==> src/rtl/lsu_pkg.sv <==
// lsu_pkg: shared encodings for the load/store unit and the write-back mux
package lsu_pkg;

    localparam logic [1:0] SZ_BYTE = 2'b00;
    localparam logic [1:0] SZ_HALF = 2'b01;
    localparam logic [1:0] SZ_WORD = 2'b10;

    localparam logic [2:0] WB_LU = 3'b001;

    typedef enum logic [1:0] {
        IDLE = 2'b00,
        REQ  = 2'b01,
        RSP  = 2'b10,
        DONE = 2'b11
    } lsu_state_e;

    // Size 2'b11 is handled as a word access.
    function automatic logic is_misaligned(input logic [1:0] size, input logic [1:0] off);
        return (size == SZ_HALF) ? off[0] : (size[1] ? |off : 1'b0);
    endfunction

endpackage

==> src/rtl/load_align_ext.sv <==
// load_align_ext: pick the addressed byte/half/word from a read word and extend it
module load_align_ext
    import lsu_pkg::*;
(
    input  logic [31:0] rdata_i,
    input  logic [1:0]  off_i,
    input  logic [1:0]  size_i,
    input  logic        unsigned_i,
    output logic [31:0] result_o
);

    logic [4:0]  amt;
    logic [31:0] sh;

    // Shift the addressed lane down to bit 0, then zero- or sign-extend it.
    always_comb begin
        amt      = (size_i == SZ_HALF) ? {off_i[1], 4'b0000} : {off_i, 3'b000};
        sh       = rdata_i >> amt;
        result_o = (size_i == SZ_BYTE) ? {{24{~unsigned_i & sh[7]}}, sh[7:0]} :
                   (size_i == SZ_HALF) ? {{16{~unsigned_i & sh[15]}}, sh[15:0]} :
                   rdata_i;
    end

endmodule

==> src/rtl/load_store_unit.sv <==
// load_store_unit: stage-3 data-memory access, one valid/ready transaction per memory op
module load_store_unit
    import lsu_pkg::*;
#(
    parameter int XLEN = 32
) (
    input  logic            clk,
    input  logic            reset,
    input  logic            mem_op_valid_in,
    input  logic            is_store_in,
    input  logic [XLEN-1:0] addr_in,
    input  logic [XLEN-1:0] store_data_in,
    input  logic [1:0]      load_size_in,
    input  logic            load_unsigned_in,
    output logic            dmem_req_valid_out,
    input  logic            dmem_req_ready_in,
    output logic [XLEN-1:0] dmem_addr_out,
    output logic            dmem_we_out,
    output logic [3:0]      dmem_wstrb_out,
    output logic [XLEN-1:0] dmem_wdata_out,
    input  logic            dmem_rsp_valid_in,
    input  logic [XLEN-1:0] dmem_rdata_in,
    output logic [XLEN-1:0] lu_output_out,
    output logic            lu_valid_out,
    output logic            stall_out,
    output logic            misaligned_out
);

    lsu_state_e      state_q, state_d;
    logic [1:0]      off_q, off_d, size_q, size_d;
    logic            uns_q, uns_d, store_q, store_d;
    logic            req_valid_q, req_valid_d, we_q, we_d;
    logic [XLEN-1:0] addr_q, addr_d, wdata_q, wdata_d, lu_q, lu_d;
    logic [3:0]      wstrb_q, wstrb_d;
    logic [XLEN-1:0] ext;
    logic            mis, accept;

    assign mis    = is_misaligned(load_size_in, addr_in[1:0]);
    assign accept = (state_q == IDLE) && mem_op_valid_in && !mis;

    load_align_ext u_align (
        .rdata_i   (dmem_rdata_in),
        .off_i     (off_q),
        .size_i    (size_q),
        .unsigned_i(uns_q),
        .result_o  (ext)
    );

    // Next-state and request/result register updates for the access FSM.
    always_comb begin
        state_d     = state_q;
        off_d       = off_q;
        size_d      = size_q;
        uns_d       = uns_q;
        store_d     = store_q;
        req_valid_d = req_valid_q;
        we_d        = we_q;
        addr_d      = addr_q;
        wstrb_d     = wstrb_q;
        wdata_d     = wdata_q;
        lu_d        = lu_q;
        case (state_q)
            IDLE: if (accept) begin
                off_d       = addr_in[1:0];
                size_d      = load_size_in;
                uns_d       = load_unsigned_in;
                store_d     = is_store_in;
                req_valid_d = 1'b1;
                we_d        = is_store_in;
                addr_d      = {addr_in[XLEN-1:2], 2'b00};
                wstrb_d     = !is_store_in ? 4'b0000 :
                              (load_size_in == SZ_BYTE) ? (4'b0001 << addr_in[1:0]) :
                              (load_size_in == SZ_HALF) ? (addr_in[1] ? 4'b1100 : 4'b0011) :
                              4'b1111;
                wdata_d     = (load_size_in == SZ_BYTE) ? {4{store_data_in[7:0]}} :
                              (load_size_in == SZ_HALF) ? {2{store_data_in[15:0]}} :
                              store_data_in;
                state_d     = REQ;
            end
            REQ: if (dmem_req_ready_in) begin
                req_valid_d = 1'b0;
                state_d     = store_q ? DONE : RSP;
            end
            RSP: if (dmem_rsp_valid_in) begin
                lu_d    = ext;
                state_d = DONE;
            end
            default: state_d = IDLE;
        endcase
    end

    // State and register update; synchronous reset clears everything.
    always_ff @(posedge clk) begin
        if (reset) begin
            state_q     <= IDLE;
            off_q       <= '0;
            size_q      <= '0;
            uns_q       <= 1'b0;
            store_q     <= 1'b0;
            req_valid_q <= 1'b0;
            we_q        <= 1'b0;
            addr_q      <= '0;
            wstrb_q     <= '0;
            wdata_q     <= '0;
            lu_q        <= '0;
        end else begin
            state_q     <= state_d;
            off_q       <= off_d;
            size_q      <= size_d;
            uns_q       <= uns_d;
            store_q     <= store_d;
            req_valid_q <= req_valid_d;
            we_q        <= we_d;
            addr_q      <= addr_d;
            wstrb_q     <= wstrb_d;
            wdata_q     <= wdata_d;
            lu_q        <= lu_d;
        end
    end

    assign dmem_req_valid_out = req_valid_q;
    assign dmem_addr_out      = addr_q;
    assign dmem_we_out        = we_q;
    assign dmem_wstrb_out     = wstrb_q;
    assign dmem_wdata_out     = wdata_q;
    assign lu_output_out      = lu_q;
    assign lu_valid_out       = (state_q == DONE);
    assign stall_out          = !reset && ((state_q == REQ) || (state_q == RSP) || accept);
    assign misaligned_out     = !reset && (state_q == IDLE) && mem_op_valid_in && mis;

endmodule

==> config.mk <==
export PLATFORM = sky130hd
export DESIGN_NAME = load_store_unit
export DESIGN_NICKNAME = d
export VERILOG_FILES = /design/src/rtl/lsu_pkg.sv /design/src/rtl/load_align_ext.sv /design/src/rtl/load_store_unit.sv
export SDC_FILE = /design/constraint.sdc
export NUM_CORES = 1
export LEC_CHECK = 0
export ABC_AREA = 0
export BUFFER_PORTS_ARGS = -buffer_cell sky130_fd_sc_hd__buf_2
export CAP_MARGIN = 10
export CORE_UTILIZATION = 45
export DETAILED_ROUTE_END_ITERATION = 10
export GPL_TIMING_DRIVEN = 0
export PLACE_DENSITY = 0.76
export SLEW_MARGIN = 40
export SYNTH_ARGS = -nofsm -noshare
export SYNTH_HDL_FRONTEND = slang
export SYNTH_SLANG_ARGS = --single-unit
==> constraint.sdc <==
create_clock -name clk -period 2.2 [get_ports clk]
set_input_delay 0.22 -clock clk [delete_from_list [all_inputs] [get_ports clk]]
set_output_delay 0.22 -clock clk [all_outputs]
set_load 0.1 [all_outputs]
After elaboration in Yosys (flattened, before gate mapping)
Index checks and enable logic that the tools add are counted.
{"block": "classes", "eq_ne": 8, "muxes": 19, "n_div": 0, "order_cmp": 0, "add_sub_neg": 0, "n_shift": 2, "bitwise_logic": 3, "mul": 0, "reduce_logical": 19}
{"cell": "$mux W32", "n": 4}
{"cell": "$shr A32 B5 Y16", "n": 1}
{"cell": "$mux W4", "n": 5}
{"cell": "$eq A2 B1 Y1 const B", "n": 3}
{"cell": "$logic_and A1 B1 Y1", "n": 6}
{"cell": "$logic_not A2 Y1", "n": 3}
{"cell": "$mux W2", "n": 3}
{"cell": "$ne A2 B2 Y1 const B", "n": 3}
{"cell": "$pmux W2 S3", "n": 1}
{"cell": "$reduce_and A3 Y1", "n": 2}
{"cell": "$mux W1", "n": 5}
{"cell": "$eq A2 B2 Y1 const B", "n": 2}
{"cell": "$reduce_and A2 Y1", "n": 2}
{"cell": "$shl A1 B2 Y4 const A", "n": 1}
{"cell": "$and A1 B1 Y1", "n": 2}
{"cell": "$logic_not A1 Y1", "n": 2}
{"cell": "$logic_or A1 B1 Y1", "n": 2}
{"cell": "$pmux W1 S2", "n": 1}
{"cell": "$reduce_bool A2 Y1", "n": 1}
{"cell": "$reduce_or A2 Y1", "n": 1}
{"cell": "$not A1 Y1", "n": 1}
{"block": "totals", "out_inout_bits": 105, "regBits": 107, "latchBits": 0, "ramBits": 0, "word_cells": 61, "romBits": 0, "n_memories": 0}

Depth between registers and ports, before layout
Gate-level depths: netlist of the first run.
{"block": "logic_depth", "word_depth": 7, "mapped_depth": 9}

By module
From an unflattened synthesis of the first run, not the netlist that was laid out.
{"block": "unflattened", "hier_cells": 651, "area_unflattened_um2": 5054.8}
{"mod": "load_store_unit", "instances": 1, "area_per_inst_um2": 4255.3, "seq_area_each_um2": 2142.1, "cells_each": 534}
{"mod": "load_align_ext", "instances": 1, "area_per_inst_um2": 799.5, "seq_area_each_um2": 0.0, "cells_each": 117}

Worst setup path after synthesis of the first run
No wires, ideal clock.
{"block": "synth_timing", "kind": "reg2out", "from": "reg state_q[0]", "to": "out misaligned_out", "arrival_time_ns": 2.920, "t_required_ns": 1.980, "path_stages_with_launch": 5, "setup_slack_ns": -0.940, "path_cell_list": "dfxtp_1 > inv_1 > ha_1 > nand2_1 > a211oi_1"}
{"block": "synth_via", "elab_chain_cells": 4}
{"element": "start: declaration", "line": "load_store_unit.sv:29", "source": "lsu_state_e state_q, state_d;"}
{"element": "start signal: assignment", "line": "load_store_unit.sv:107", "source": "state_q <= state_d;"}
{"element": "$logic_not A2 Y1", "line": "load_store_unit.sv:129", "source": "assign misaligned_out = !reset && (state_q == IDLE) && mem_op_valid_in && mis;"}
{"element": "$logic_and A1 B1 Y1 (3 in series)", "line": "load_store_unit.sv:129"}
{"element": "end: declaration", "line": "load_store_unit.sv:26", "source": "output logic misaligned_out"}
No other way between the ends.

Worst setup path in the final report of the first run
{"block": "layout_timing", "from": "reg state_q[0]", "to": "reg lu_q[4] (netlist: lu_output_out[4])"}
{"block": "layout_via", "elab_chain_cells": 2}
{"element": "$eq A2 B2 Y1", "line": "load_store_unit.sv:62", "source": "case (state_q)"}
{"element": "$reduce_and A2 Y1 (no line)"}
{"element": "end signal: assignment", "line": "load_store_unit.sv:117", "source": "lu_q <= lu_d;"}
{"element": "end: declaration", "line": "load_store_unit.sv:33", "source": "logic [XLEN-1:0] addr_q, addr_d, wdata_q, wdata_d, lu_q, lu_d;"}
No other way between the ends.
A chain may end at the register's enable or synchronous reset.

==> run metrics, run 1 <==
Synth top area share=43.91%; Slew Limit Fails=0; PwrDens=1097 nW/um^2; Syn Area/Cell=8.037 um^2; CTS clk-pin slew, worst paths=0.11 ns; run status=finished, final reports clean; synthesized area=4878 um^2; CP Max Fanout=7; DP Cell Count=950; met2 WL post-DR=7447 um; Crit. End Element=flop; antenna violations before repair=0; final setup TNS=0 ns; Fmax achieved=456.3 MHz; Hold WC Path Type=primary input to flop; Rows=37; Clock Latency Late Sink=0.37 ns; # diodes=0; end of the worst hold path=dmem_addr_out[31]; Synth warnings=0; Power Internal=3442 uW; final setup fails=0; Setup CP Type=flop to flop; Peak VDD IR=0.6457 mV; Max-Cap Viols=0; Sw Share=50.44%; final hold vios=0; Yosys top cell by area=dfxtp_1; ratio of final minimum period to clock period=99.61%; Area Growth Syn to Fin=29.78%; Buf/Inv on CP=1; Final Util=60.78%; crit start category=flop; Static Leak=0.002816 uW; flop2flop setup slack=0.009 ns; most frequent cells after synthesis=nand2_1, dfxtp_1, a21oi_1; CTS H-tree lvls=3; vias per inst=5.466; met3 wire len=1154 um; clock group share of total power=17.6%; Slew @ Worst Pin=0.8122 ns; drt pass-1 iters=6; fraction of registers with async set or reset after synthesis=0%; I/O pin total=210; # DRC=0; Register-to-Register Path Depth=6; largest stage delay on the critical path=0.67 ns; prevailing post-synth register cell=dfxtp_1; Crit path arrival time=2.45 ns; WL final=15660 um; global placement routability congestion=0.9522; Comb power frac=48.6%; Psw=3504 uW; Syn Inst Count=607; CP max-delay cell=nor3_1; Initial DRC Count=320; layout cells sized above 1=32.89%; CTS root buf=clkbuf_8; number of buffers created by CTS=9; CP top delay family=simple AND/OR/NAND/NOR gates; Net count, final=934; most frequent cell after synthesis=nand2_1; worst r2r dst=lu_output_out[4]; worst hold start=addr_in[31]; Final Instance Count excl. Fillers=966; reg-to-reg startpoint=state_q[0]; routed length on met1=6693 um; Die ar.=11260 um^2; core region area=10420 um^2; TritonCTS clock tree=built; Post-synth EDFFs=0; die width=106.1 um; crit path cell chain=inv_1, ha_1, nand2_1, nor3_1, o311ai_0, o211a_1; vias in the first global route=4956; Sequential Power Share=33.7%; worst relative slew slack=45.44%; post-route ant nets=0; uppermost layer routed=met4; Port Buffers=206; total number of vias=5280; CTS max path bufs=2; clk_skew=0.01213 ns; Congestion Overflow GR=0; wire per inst=16.21 um; largest net degree at the start of global routing=27; All-Layer GR Usage=26.96%; Initial Utilization=46.83%; clk sink count=107; top area cells in the synthesized netlist=dfxtp_1, nand2_1, a21oi_1, a211oi_1, nor2_1; share of the yosys chip area belonging to registers=43.91%; Seq cells post-synth=107; Hold Crit Depth=3; die height=106.1 um; first-pass GRT wire length=24050 um; CP required=2.46 ns; Tmin final=2.191 ns; dpl hpwl=12070 um; Yosys cell types=47
[final cells by class]
| cell class | instances | area, um^2 |
|---|---|---|
| buffer | 51 | 267.8 |
| clock buffer | 11 | 131.4 |
| clock inverter | 5 | 61.31 |
| fill | 954 | 4085 |
| inverter | 12 | 45.04 |
| multi-input combinational | 436 | 2432 |
| sequential | 107 | 2145 |
| tap | 136 | 170.2 |
| timing repair buffer | 208 | 1079 |
[through the flow]
step	total power, uW	instance area (um^2)	hold WS (ns)	setup WS [ns]
5_1_grt	7237	6331	0.06446	-0.005662
6_report	6946	6331	0.08137	0.008593
3_5_place_dp	5682	6096	0.4448	-0.01407
3_3_place_gp	5619	6096	0.4388	0.03796
2_1_floorplan	5045	4895	0.3560	0.01861
4_1_cts	6898	6289	0.07745	0.04397
[sequential cells by signal, summed over array words and instances, names as in the netlist]
name,count
dmem_addr_out,30
dmem_req_valid_out,1
dmem_wdata_out,32
dmem_we_out,1
dmem_wstrb_out,4
lu_output_out,32
off_q,2
size_q,2
state_q,2
uns_q,1
[power by group through the flow]
| stage | Sequential (uW) | Clock [uW] | Combinational [uW] |
|---|---|---|---|
| after floorplan | 4010 | 0 | 1030 |
| after CTS | 2340 | 1230 | 3330 |
| after global routing | 2370 | 1320 | 3550 |
| after detailed placement | 2380 | 0 | 3300 |
| final | 2340 | 1230 | 3380 |
| after global placement | 2360 | 0 | 3250 |
[worst reg2reg max path, cell delays in order (launching register included)]
cell	delay, ns
dfxtp_2	0.35
inv_1	0.09
ha_1	0.23
nand2_1	0.18
nor3_1	0.67
o311ai_0	0.37
o211a_1	0.21
[what timing repair did]
item	4_1_cts	5_1_grt
buffers inserted	0	1
hold buffers	0	0
hold endpoints to repair	0	0
setup endpoints to repair	1	1
cloned	0	1
gates resized for setup	8	3
[cells by family (layout without fill, tap and decap cells)]
kind of cell	count (synthesis)	after routing	share of synthesized area, %
adders and majority gates	4	4	1.026
buffers and inverters	65	287	6.694
DFF	107	107	43.91
muxes	19	19	3.898
other	1	2	0.07687
and+or+nand+nor	238	238	21.21
AOI/OAI and AO/OA	173	173	23.19
[placed cells by master, fill, tap and decap left out, types with 11 or more instances in the layout]
cell,instances
a21oi_1,60
nor2_1,53
buf_2,226
mux2i_1,19
clkbuf_1,23
dfxtp_1,105
a211oi_1,33
o21ai_0,27
inv_1,11
nand2_1,146
[layer usage]
layer | track usage, % | vias up
met5 | 0 | -
met4 | 9.226 | 0
met3 | 5.457 | 32
met2 | 45.96 | 247
met1 | 33.73 | 2464
li1 | - | 2537
[worst max-delay path by stage]
stage                     startpoint          endpoint  slack, ns  cells after the start
after CTS                 state_q[0]         stall_out       0.04                      8
after floorplan           state_q[0]    misaligned_out       0.02                      4
after global routing      state_q[1]         stall_out     -0.006                      8
after detailed placement  state_q[0]         stall_out      -0.01                     10
after global placement    state_q[0]         stall_out       0.04                     10
final                     state_q[0]  lu_output_out[4]      0.009                      6
No activity file was read; power rests on OpenSTA's default activity.
==> run 2, diff against run 1 <==
PLACE_DENSITY = unset   (was 0.76)
PLACE_DENSITY_LB_ADDON = 0.25   (was unset)
==> run 2 against run 1 <==
Compared with the run above: clock skew up 0.0011 ns; worst hold slack worse by 0.022 ns; sequential power barely moved; worst setup slack improved by 0.085 ns; critical path type is now flop to output pin.
==> run metrics, run 2 (synthesized netlist as in run 1, its figures left out) <==
Die ar.=11260 um^2 (unchanged); Crit. End Element=output pin; Congestion Overflow GR=0 (unchanged); crit start category=flop; CTS H-tree lvls=3 (unchanged); Sequential Power Share=32.5% (-1.2 points); core region area=10420 um^2 (unchanged); Final Instance Count excl. Fillers=963 (-0.31%); All-Layer GR Usage=27.85% (+0.89 points); Final Util=61.12% (+0.34 points); final setup fails=0 (unchanged); Max-Cap Viols=0 (unchanged); Comb power frac=47.1% (-1.5 points); Area Growth Syn to Fin=30.50%; number of buffers created by CTS=9 (unchanged); dpl hpwl=12140 um (+0.55%); Slew @ Worst Pin=0.6269 ns (-0.1853 ns); wire per inst=16.29 um (+0.45%); PwrDens=1129 nW/um^2 (+2.9%); die height=106.1 um (unchanged); total number of vias=5274 (-0.11%); clk_skew=0.01326 ns (+0.001132 ns); Static Leak=0.002837 uW (+0.76%); CP Max Fanout=26 (+19); CTS root buf=clkbuf_8; clock group share of total power=20.3% (+2.7 points); CTS max path bufs=2 (unchanged); Register-to-Register Path Depth=7 (+1); I/O pin total=210 (unchanged); Net count, final=932 (-0.21%); Initial DRC Count=228 (-29%); worst hold start=addr_in[2]; Slew Limit Fails=0 (unchanged); antenna violations before repair=0 (unchanged); CP required=1.98 ns (-0.48 ns); reg-to-reg startpoint=state_q[0]; Rows=37 (unchanged); TritonCTS clock tree=built; vias per inst=5.477 (+0.20%); CTS clk-pin slew, worst paths=0.10 ns (about the same); Crit path arrival time=1.89 ns (-0.56 ns); clk sink count=107 (unchanged); Peak VDD IR=0.6686 mV (+3.5%); RSZ-0062 raised after global routing=no; commonest non-fill, non-tap cell in the layout=buf_2; Psw=3488 uW (-0.44%); CP startpoint=state_q[0]; # diodes=0 (unchanged); vias in the first global route=4988 (+0.65%); final hold vios=0 (unchanged); # DRC=0 (unchanged); Tmin final=2.106 ns (-0.08515 ns); Port Buffers=206 (unchanged); commonest cells after routing, fill and taps aside=buf_2, nand2_1, dfxtp_1, a21oi_1, nor2_1; ratio of final minimum period to clock period=95.74% (-3.9 points); Setup CP Type=flop to output pin; Hold WC Path Type=primary input to flop; flop2flop setup slack=0.30 ns (+0.29 ns); WL final=15690 um (+0.14%); Initial Utilization=46.83% (unchanged); run status=finished, final reports clean; worst relative slew slack=58.20% (+13 points); layout cells sized above 1=33.01% (+0.12 points); Fmax achieved=474.8 MHz (+4.0%); first-pass GRT wire length=24450 um (+1.7%); drt pass-1 iters=6 (unchanged); global placement routability congestion=0.9343 (-1.9%); post-route ant nets=0 (unchanged); DP Cell Count=950 (unchanged); # hold bufs at CTS=0 (unchanged); Clock Latency Late Sink=0.38 ns (about the same); Power Internal=3698 uW (+7.4%); Sw Share=48.54% (-1.9 points); Hold Crit Depth=3 (unchanged); die width=106.1 um (unchanged); largest net degree at the start of global routing=27 (unchanged)
[run 2: cell count changes in the layout (fill, tap and decap cells not counted), sizes merged]
cell / before / now
buf: 237 / 236
bufinv: 1 / 3
clkbuf: 33 / 32
clkinv: 0 / 1
clkinvlp: 3 / 0
inv: 13 / 12
[run 2: path summary, 6_finish.rpt]
path                             to
hold reg to reg   dmem_addr_out[10]
setup / recovery          stall_out
setup reg to reg  lu_output_out[29]
hold / removal     dmem_addr_out[2]
[run 2: per-stage QoR]
step / setup TNS, ns / setup slack, ns / power [uW] / hold WS (ns) / instance area, um^2
after floorplan: 0 / 0.01861 / 5045 / 0.3560 / 4895
after global placement: 0 / 0.03845 / 5628 / 0.4369 / 6096
after detailed placement: -0.006068 / -0.006068 / 5682 / 0.4439 / 6096
after CTS: 0 / 0.03752 / 7167 / 0.05676 / 6341
after global routing: 0 / 0.001597 / 7486 / 0.05774 / 6366
final: 0 / 0.09374 / 7186 / 0.05936 / 6366
[run 2: critical path, stage by stage, from the launching register on]
cell and delay [ns]:
dfxtp_2 0.35, inv_1 0.12, ha_4 0.16, nand2_1 0.09, and3b_2 0.27, buf_12 0.17, nor2_4 0.06, nor2_4 0.10
buf_12 0.18
[run 2: layout make-up]
| class | instances | area [um^2] |
|---|---|---|
| Fill cell | 959 | 4050 |
| Multi-Input combinational cell | 436 | 2452 |
| Sequential cell | 107 | 2145 |
| Timing Repair Buffer | 206 | 1046 |
| Buffer | 51 | 267.8 |
| Tap cell | 136 | 170.2 |
| Clock buffer | 11 | 141.4 |
| Clock inverter | 4 | 98.84 |
| Inverter | 12 | 45.04 |
[run 2: routing by layer]
layer,share of wire (%),up-vias,routed length (um),global-route usage [%]
met3,7.3,46,1142,5.395
met4,3.6,0,566,13.79
li1,-,2537,-,-
met1,42,2439,6616,34.33
met5,0,-,0,0
met2,47,252,7360,46.29
[run 2: what timing repair did]
action | in CTS | in global routing
resized for setup | 9 | 6
setup buffers | 0 | 0
setup endpoints to repair | 1 | 4
[run 2: power groups by stage]
stage	Clock, uW	Sequential, uW	Combinational, uW
after floorplan	0	4010	1030
after global placement	0	2360	3270
after detailed placement	0	2380	3310
after CTS	1480	2340	3350
after global routing	1550	2370	3570
final	1460	2340	3390
==> run 3, diff against run 2 <==
--- a/constraint.sdc
+++ b/constraint.sdc
@@ -3,2 +3,2 @@
 set_output_delay 0.22 -clock clk [all_outputs]
-set_load 0.1 [all_outputs]
+set_load 0.05 [all_outputs]
==> run 3 against run 2 <==
Compared with the run above: maximum frequency is 2.5% higher; die area unchanged; combinational power fell by 27%; first-iteration DRC count increased by 20%; clock skew shrank 0.0013 ns; register-to-register slack improved by 0.02 ns; power shrank 18%; sequential cell count is the same; core utilization shrank 0.64 points; highest routed layer unchanged.
==> run metrics, run 3 (synthesized netlist as in run 1, its figures left out) <==
total power=5904 uW (-18%); number of buffers created by CTS=9 (unchanged); crit start category=flop; Slew @ Worst Pin=0.5598 ns (-0.06712 ns); All-Layer GR Usage=27.63% (-0.22 points); Final Instance Count excl. Fillers=965 (+0.21%); WL final=15690 um (about the same); vias per inst=5.437 (-0.72%); Port Buffers=206 (unchanged); die width=106.1 um (unchanged); post-route setup slack=0.1442 ns (+0.05044 ns); die height=106.1 um (unchanged); Crit. End Element=output pin; CTS H-tree lvls=3 (unchanged); largest net degree at the start of global routing=27 (unchanged); Buf/Inv on CP=3 (unchanged); WHS=0.07439 ns (+0.01503 ns); dpl hpwl=12160 um (+0.13%); Tmin final=2.056 ns (-0.05044 ns); Slew Limit Fails=0 (unchanged); layout cells sized above 1=32.81% (-0.20 points); DP Cell Count=950 (unchanged); drt pass-1 iters=7 (+1); wire per inst=16.25 um (-0.20%); Peak VDD IR=0.4933 mV (-26%); largest stage delay on the critical path=0.37 ns (+0.02 ns); Hold WC Path Type=primary input to flop; Congestion Overflow GR=0 (unchanged); CP Max Fanout=13 (-50%); antenna violations before repair=0 (unchanged); core region area=10420 um^2 (unchanged); Static Leak=0.002811 uW (-0.94%); I/O pin total=210 (unchanged); Initial DRC Count=273 (+20%); Area Growth Syn to Fin=29.14%; CTS max path bufs=2 (unchanged); post-route ant nets=0 (unchanged); Clock Latency Late Sink=0.37 ns (about the same); commonest non-fill, non-tap cell in the layout=buf_2; Setup CP Type=flop to output pin; PwrDens=937.2 nW/um^2 (-17%); Place WS=0.1802 ns (+0.1862 ns); Crit path arrival time=1.84 ns (-0.05 ns); crit path cell chain=inv_2, ha_4, nand2_1, and3b_2, buf_12, nor2_1, nor2_1, buf_6; first-pass GRT wire length=24380 um (-0.31%); # DRC=0 (unchanged); Rows=37 (unchanged); clk_skew=0.01199 ns (-0.001274 ns); ratio of final minimum period to clock period=93.45% (-2.3 points); Max-Cap Viols=0 (unchanged); commonest cells after routing, fill and taps aside=buf_2, nand2_1, dfxtp_1, a21oi_1, nor2_1; Fmax achieved=486.4 MHz (+2.5%); worst relative slew slack=62.68% (+4.5 points); CTS root buf=clkbuf_8; run status=finished, final reports clean; final setup TNS=0 ns (unchanged); Net count, final=934 (+0.21%); global placement routability congestion=0.8934 (-4.4%); # diodes=0 (unchanged); vias in the first global route=4914 (-1.5%); TritonCTS clock tree=built; CTS clk-pin slew, worst paths=0.10 ns (about the same); CP required=1.98 ns (about the same); CP top delay family=simple AND/OR/NAND/NOR gates; Initial Utilization=46.83% (unchanged); Die ar.=11260 um^2 (unchanged); total number of vias=5247 (-0.51%); final setup fails=0 (unchanged); RSZ-0062 raised after global routing=no; clk sink count=107 (unchanged); CP max-delay cell=dfxtp_2; CP dominant cell by count=nor2_1; final hold vios=0 (unchanged)
## run 3: where the power goes
part / switching, uW / total (uW) / internal (uW)
combinational: 1750 / 2460 / 712
clock: 663 / 1110 / 443
sequential: 138 / 2330 / 2200
## run 3: worst register-to-register path: cells and delay by family, from the launching register on
kind | cells | cell delay, ns
AO/OA/AOI/OAI | 1 | 0.24
adder cells (fa/ha/maj) | 1 | 0.22
buffers and inverters | 3 | 0.74
flip-flops | 1 | 0.35
AND/OR/NAND/NOR | 2 | 0.22
## run 3: repair_timing
action                                  in CTS  in global routing
cloned                                       0                  1
buffers inserted                             0                  1
gates resized for setup                      6                  5
pin swaps                                    1                  1
hold buffers                                 0                  0
endpoints found under the setup margin       1                  1
## run 3: through the flow
| step | utilization (%) | cell area (um^2) |
|---|---|---|
| finish | 60.48 | 6300 |
| CTS | 60.02 | 6252 |
| detailed placement | 58.40 | 6083 |
| global placement | 58.40 | 6083 |
| global route | 60.48 | 6300 |
| floorplan | - | 4882 |
## run 3: final cells by class
class                   count  area (um^2)
fillers                   988         4116
clock inverters             3        25.02
plain buffers              51        267.8
clock buffers              12        145.1
flip-flops and latches    107         2145
well taps                 136        170.2
multi-input cells         436         2432
repair buffers            208         1070
inverters                  12        45.04
## run 3: final timing paths
check                                  startpoint           endpoint  slack (ns)  depth (start not counted)
worst max-delay path                   state_q[1]          stall_out        0.14                          8
worst min-delay path                  addr_in[30]  dmem_addr_out[30]        0.07                          3
worst max register to register         state_q[0]   lu_output_out[9]        0.32                          7
worst min register to register  dmem_wdata_out[2]  dmem_wdata_out[2]        0.46                          2
## run 3: per-layer routing
layer | GRT usage, % | vias to the layer above | routed length [um]
li1 | - | 2539 | -
met1 | 34.71 | 2454 | 6707
met5 | 0 | - | 0
met2 | 46.71 | 217 | 7566
met4 | 11.11 | 0 | 399
met3 | 4.905 | 37 | 1013
